`config.mk`:
```
export PLATFORM = sky130hd
export DESIGN_NAME = dsrlzr_sipo_sync
export DESIGN_NICKNAME = d
export VERILOG_FILES = /design/src/rtl/dsrlzr_sipo_sync.sv
export SDC_FILE = /design/constraint.sdc
export NUM_CORES = 1
export LEC_CHECK = 0
export ABC_CLOCK_PERIOD_IN_PS = 2650
export BUFFER_PORTS_ARGS = -buffer_cell sky130_fd_sc_hd__buf_2
export CORE_MARGIN = 3
export CORE_UTILIZATION = 57
export DETAILED_ROUTE_END_ITERATION = 8
export PLACE_DENSITY_LB_ADDON = 0.3
export SYNTH_ARGS = -nofsm -noshare
export SYNTH_HDL_FRONTEND = slang
export SYNTH_SLANG_ARGS = --single-unit
```
`constraint.sdc`:
```
create_clock -name clk -period 2.65 [get_ports clk]
set_clock_uncertainty 0.15 [all_clocks]
set_input_delay 0.3975 -clock clk [delete_from_list [all_inputs] [get_ports clk]]
set_output_delay 0.3975 -clock clk [all_outputs]
set_load 0.05 [all_outputs]
```
`src/rtl/dsrlzr_sipo_sync.sv`:
```
// Serial-in/parallel-out receive stage with sync-word alignment.
// Hunts for SYNC_WORD in the MSB-first bit stream, then delivers FRAME_LEN
// payload words per frame with a one-cycle valid strobe. It rides through
// isolated sync errors and drops lock after MAX_MISS consecutive misses.
module dsrlzr_sipo_sync #(
    parameter int unsigned       DATA_W    = 8,
    parameter logic [DATA_W-1:0] SYNC_WORD = 8'hA5,
    parameter int unsigned       FRAME_LEN = 4,
    parameter int unsigned       MAX_MISS  = 2
) (
    input  logic              clk,
    input  logic              rst,
    input  logic              iSRL_IN,
    input  logic              iSRL_EN,
    input  logic              iRESYNC,
    output logic [DATA_W-1:0] oDATA,
    output logic              oVALID,
    output logic              oLOCK,
    output logic              oSYNC_ERR
);

    localparam int BIT_W  = (DATA_W > 1) ? $clog2(DATA_W) : 1;
    localparam int FILL_W = $clog2(DATA_W + 1);
    localparam int WORD_W = $clog2(FRAME_LEN + 1);
    localparam int MISS_W = $clog2(MAX_MISS + 1);

    localparam logic [BIT_W-1:0]  BIT_LAST   = BIT_W'(DATA_W - 1);
    localparam logic [FILL_W-1:0] FILL_FULL  = FILL_W'(DATA_W);
    localparam logic [WORD_W-1:0] WORD_SYNC  = WORD_W'(FRAME_LEN);
    localparam logic [MISS_W-1:0] MISS_LIMIT = MISS_W'(MAX_MISS);

    typedef enum logic [0:0] {
        ST_HUNT   = 1'b0,
        ST_LOCKED = 1'b1
    } state_e;

    state_e              state_q,    state_d;
    logic [DATA_W-1:0]   sr_q,       sr_d;
    logic [FILL_W-1:0]   fill_q,     fill_d;
    logic [BIT_W-1:0]    bit_cnt_q,  bit_cnt_d;
    logic [WORD_W-1:0]   word_cnt_q, word_cnt_d;
    logic [MISS_W-1:0]   miss_cnt_q, miss_cnt_d;
    logic [DATA_W-1:0]   data_q,     data_d;
    logic                valid_q,    valid_d;
    logic                sync_err_q, sync_err_d;

    // Shift-register contents after accepting the current serial bit.
    logic [DATA_W-1:0] nxt;
    logic [MISS_W-1:0] miss_inc;

    assign nxt      = {sr_q[DATA_W-2:0], iSRL_IN};
    assign miss_inc = miss_cnt_q + 1'b1;

    // Next-state logic: resync override, hunt for alignment, framed delivery.
    always_comb begin
        // NOTE: every variable gets a default before any branch so no latch is inferred.
        state_d    = state_q;
        sr_d       = sr_q;
        fill_d     = fill_q;
        bit_cnt_d  = bit_cnt_q;
        word_cnt_d = word_cnt_q;
        miss_cnt_d = miss_cnt_q;
        data_d     = data_q;
        valid_d    = 1'b0;
        sync_err_d = 1'b0;

        if (iRESYNC) begin
            // The bit presented on this edge is discarded; oDATA holds.
            state_d    = ST_HUNT;
            sr_d       = '0;
            fill_d     = '0;
            bit_cnt_d  = '0;
            word_cnt_d = '0;
            miss_cnt_d = '0;
        end else if (iSRL_EN) begin
            sr_d = nxt;
            unique case (state_q)
                ST_HUNT: begin
                    if (fill_q != FILL_FULL) begin
                        fill_d = fill_q + 1'b1;
                    end
                    // Only compare once a full word of fresh bits has arrived.
                    if ((fill_d == FILL_FULL) && (nxt == SYNC_WORD)) begin
                        state_d    = ST_LOCKED;
                        bit_cnt_d  = '0;
                        word_cnt_d = '0;
                        miss_cnt_d = '0;
                    end
                end
                ST_LOCKED: begin
                    if (bit_cnt_q == BIT_LAST) begin
                        bit_cnt_d = '0;
                        if (word_cnt_q < WORD_SYNC) begin
                            // Payload slot: a sync-pattern payload is plain data.
                            data_d     = nxt;
                            valid_d    = 1'b1;
                            word_cnt_d = word_cnt_q + 1'b1;
                        end else begin
                            word_cnt_d = '0;
                            if (nxt == SYNC_WORD) begin
                                miss_cnt_d = '0;
                            end else begin
                                sync_err_d = 1'b1;
                                if (miss_inc == MISS_LIMIT) begin
                                    // Lock lost: a fresh full word is needed to relock.
                                    state_d    = ST_HUNT;
                                    fill_d     = '0;
                                    bit_cnt_d  = '0;
                                    word_cnt_d = '0;
                                    miss_cnt_d = '0;
                                end else begin
                                    miss_cnt_d = miss_inc;
                                end
                            end
                        end
                    end else begin
                        bit_cnt_d = bit_cnt_q + 1'b1;
                    end
                end
                default: state_d = ST_HUNT;
            endcase
        end
    end

    // State and datapath registers, cleared asynchronously while rst is low.
    always_ff @(posedge clk or negedge rst) begin
        if (!rst) begin
            state_q    <= ST_HUNT;
            sr_q       <= '0;
            fill_q     <= '0;
            bit_cnt_q  <= '0;
            word_cnt_q <= '0;
            miss_cnt_q <= '0;
            data_q     <= '0;
            valid_q    <= 1'b0;
            sync_err_q <= 1'b0;
        end else begin
            // NOTE: non-blocking assignments so all registers update from pre-edge values.
            state_q    <= state_d;
            sr_q       <= sr_d;
            fill_q     <= fill_d;
            bit_cnt_q  <= bit_cnt_d;
            word_cnt_q <= word_cnt_d;
            miss_cnt_q <= miss_cnt_d;
            data_q     <= data_d;
            valid_q    <= valid_d;
            sync_err_q <= sync_err_d;
        end
    end

    assign oDATA     = data_q;
    assign oVALID    = valid_q;
    assign oLOCK     = (state_q == ST_LOCKED);
    assign oSYNC_ERR = sync_err_q;

endmodule

```
==> tab_implementation.tex <==
\begin{tabular}{lr}
\hline
Metric & Value \\
\hline
\multicolumn{2}{l}{\textbf{Clock tree}} \\
\quad Register clock-pin slew on the reported worst setup and hold paths & 100 ps \\
\quad Total clock buffers created by CTS & 5 \\
\quad Hold\_buf cts & 1 \\
\quad Clock network latency to the later pin of the worst-skew pair & 330 ps \\
\quad Number of clock sinks seen by CTS & 30 \\
\quad CTS root buf & clkbuf\_4 \\
\quad \# Post-CTS Setup Buffers & 0 \\
\quad TritonCTS clock tree & built \\
\quad Count of H-tree levels built during CTS & 2 \\
\quad \# resized after CTS & 0 \\
\quad Maximum root-to-sink buffer count & 2 \\
\multicolumn{2}{l}{\textbf{Synthesis}} \\
\quad Flip-flop cell with the highest count after synthesis & dfrtp\_1 \\
\quad Fraction of post-synthesis cell area in the top cell type by area & 0.5141 \\
\quad Most used standard cells in the synthesized netlist & dfrtp\_1 (30), nor2\_1 (14), nand2\_1 (12), mux2\_2 (8), mux2i\_1 (7) \\
\quad Most frequently used cell type in the post-synthesis netlist & dfrtp\_1 \\
\quad Gate Count Post-Synth & $\sim$130 \\
\quad Post-synthesis instance area & 1460 um\^{}2 \\
\quad Cell type with the highest aggregate area in the netlist & dfrtp\_1 \\
\quad Yosys cell types & 37 \\
\quad Post-synthesis async set-or-reset flop share & 1.000 \\
\quad Synthesis warning total & 0 \\
\quad Synthesized net count & between 100 and 150 \\
\quad Synth area leaders & dfrtp\_1 (51\%), mux2\_2 (6.2\%), mux2i\_1 (4.8\%) \\
\quad Synthesis-stage register bit count & 30 \\
\quad Share of synthesized area occupied by flip-flops and latches & 0.5141 \\
\quad Number of synthesized flops with an enable pin & 0 \\
\quad Per-instance average area after synthesis & $\sim$11 um\^{}2 \\
\multicolumn{2}{l}{\textbf{Worst setup path}} \\
\quad Worst-path cell with the longest stage delay & or4b\_1 \\
\quad Length in cells of the worst reg-to-reg path & 7 \\
\quad Cell-by-cell trace of the critical path & ha\_1, ha\_1, nand2\_1, or4b\_1, o22a\_2, o21ai\_1, o21ai\_1 \\
\quad Launching point of the worst reg2reg path & bit\_cnt\_q[0] \\
\quad Worst setup EP type & flip-flop \\
\quad Crit Path Class & reg2reg \\
\quad Crit-path max cell delay & 550 ps \\
\quad Critical path peak fanout & 5 \\
\quad Data arrival time of the critical path & $\sim$2200 ps \\
\quad Reg-to-reg setup timing slack & about 500 ps \\
\quad Crit start category & flip-flop \\
\quad CP required & about 2700 ps \\
\quad Buffering stage count on the worst path with inverters included & 0 \\
\quad Capture instance of the worst register-to-register path & fill\_q[2] \\
\quad Worst path top cell family by delay & simple AND/OR/NAND/NOR gates \\
\multicolumn{2}{l}{\textbf{Timing}} \\
\quad Worst relative slew slack & 0.5651 \\
\quad Min Hold Slack & approximately 200 ps \\
\quad Final max-slew violation count & 0 \\
\quad Setup slack of the critical path after layout & around 490 ps \\
\quad Setup violation total in the final timing report & 0 \\
\quad Aggregate negative setup slack & 0 ps \\
\quad Transition time at the pin with the least slew margin & approximately 650 ps \\
\quad RSZ-0062 raised after global routing & false \\
\quad Count of final hold-check violations & 0 \\
\quad Top achievable clock speed & around 460 MHz \\
\quad Period utilization & 0.8143 \\
\quad Final critical delay including setup and external delays & roughly 2200 ps \\
\multicolumn{2}{l}{\textbf{GRT}} \\
\quad Overall Global Routing Usage & 0.2045 \\
\quad Vias in the first global route & around 1100 \\
\quad GRT Residual Overflow & 0 \\
\quad Pin count of the biggest net entering global routing & 31 \\
\quad First-pass GRT wire length & roughly 4.9 mm \\
\quad Number of antenna violations at the first check in global routing & 0 \\
\multicolumn{2}{l}{\textbf{Route}} \\
\quad Number of nets with antenna violations after routing & 0 \\
\quad Final wirelength & around 2.8 mm \\
\quad Drt wl/cell & roughly 15 um \\
\quad DRC violation count after routing & 0 \\
\quad DR iter-0 viols & 39 \\
\quad DRT Pass-1 Iters & 5 \\
\quad Via/cell ratio & about 5.8 \\
\quad Routed length on met3 & 138 um \\
\quad Via Count & between 1000 and 1500 \\
\quad Routed met2 length & 1.387 mm \\
\quad Max layer used & met4 \\
\quad Detailed-route wire length on metal 1 & 1.194 mm \\
\multicolumn{2}{l}{\textbf{Finish}} \\
\quad Area growth from synthesis to layout & 12.60\% \\
\quad Share of final-layout standard cells stronger than drive strength 1 & 0.2532 \\
\quad Sequential cell area & 750.7 um\^{}2 \\
\quad Number of fill cells in the layout & about 180 \\
\quad Antenna diode count & 0 \\
\quad Nets & between 150 and 200 \\
\quad Area used by multi-input combinational logic & about 670 um\^{}2 \\
\multicolumn{2}{l}{\textbf{Place}} \\
\quad Number of buffer cells added on primary ports & 15 \\
\quad Post-detail-place hpwl & 1.977 mm \\
\quad Post-Place Worst Slack & between 500 and 600 ps \\
\quad Routability cong. & 0.7604 \\
\multicolumn{2}{l}{\textbf{Die}} \\
\quad Initial Utilization & 0.6298 \\
\quad Site Rows & 17 \\
\quad I/O pin total & 16 \\
\quad Die Span X & $\sim$57 um \\
\quad Area of the die & 3205 um\^{}2 \\
\quad Core footprint & 2318 um\^{}2 \\
\quad Y dimension of the die & about 57 um \\
\multicolumn{2}{l}{\textbf{Power}} \\
\quad P\_leak & roughly 0.8 nW \\
\quad Pwr Density & $\sim$520 nW/um\^{}2 \\
\quad Worst ir drop on vdd & 0.0005094 V \\
\multicolumn{2}{l}{\textbf{Worst hold path}} \\
\quad Hold Crit Class & in2reg \\
\quad Hold\_sp & iSRL\_IN \\
\quad Min-Delay Path Depth & 2 \\
\quad Worst Hold End & oDATA[0] \\
\multicolumn{2}{l}{\textbf{Job}} \\
\quad Number of max-cap violations & 0 \\
\multicolumn{2}{l}{\textbf{Status}} \\
\quad Run status & finished, final reports clean \\
\hline
\end{tabular}
==> power breakdown <==
group,switching (mW),internal [mW],leakage [nW]
sequential,0.00920,0.464,0.417
clock,0.151,0.181,0.0446
combinational,0.0376,0.0201,0.342
==> per-stage QoR <==
step                      total power [mW]  instances  instance area (um^2)    util
after floorplan                     0.5164        134                  1460       -
after global placement              0.5363        173                  1555  0.6708
after detailed placement            0.5390        173                  1555  0.6708
after CTS                           0.8717        182                  1644  0.7091
after global routing                0.9131        182                  1644  0.7091
final                               0.8627        182                  1644  0.7091
==> logic make-up (layout without fill, tap and decap cells) <==
logic type | after synthesis | in the layout | share of synthesized area
flip-flops | 30 | 30 | 0.5141
XOR/XNOR | 1 | 1 | 0.005999
buffers and inverters | 9 | 29 | 0.02570
multiplexers | 15 | 15 | 0.1097
AO/OA/AOI/OAI | 25 | 25 | 0.1140
adder cells (fa/ha/maj) | 5 | 5 | 0.04284
AND/OR/NAND/NOR | 49 | 49 | 0.1877
==> worst max path at each step <==
stage	start	to	slack, ps	cells after the start
after floorplan	oLOCK	oDATA[4]	500	5
after global placement	iSRL_EN	oDATA[4]	630	5
after detailed placement	bit_cnt_q[0]	fill_q[2]	540	7
after CTS	bit_cnt_q[0]	fill_q[2]	500	7
after global routing	bit_cnt_q[0]	fill_q[2]	360	7
final	bit_cnt_q[0]	fill_q[2]	490	7
==> layer usage <==
layer / vias to the layer above / track usage
met2: 28 / 0.3218
met4: 0 / 0.1085
li1: 515 / -
met1: 510 / 0.2411
met3: 7 / 0.07586
met5: - / 0
==> placed cells by master (no fill, tap or decap), drive strengths merged, types with 3 or more instances in the layout <==
cell type  instances
a21oi              6
a31oi              6
buf               16
clkbuf             8
dfrtp             30
ha                 5
inv                4
mux2               8
mux2i              7
nand2             13
nand3              3
nand4bb            3
nor2              16
nor2b              3
nor3               3
o21ai              6
==> state kept, by name (all words and copies together), names as in the netlist <==
name	flops
fill_q	4
oDATA	8
word_cnt_q	3
miss_cnt_q	2
sr_q	7
oSYNC_ERR	1
bit_cnt_q	3
oVALID	1
oLOCK	1
==> layout make-up <==
class                      instances  share of cell area
sequential                        30              0.4566
inverter                           4            0.009132
timing repair buffer              17             0.05632
tap                               28             0.02131
clock buffer                       8             0.04795
multi-input combinational         95              0.4087
Note: power is estimated with default switching activity, not from simulation.
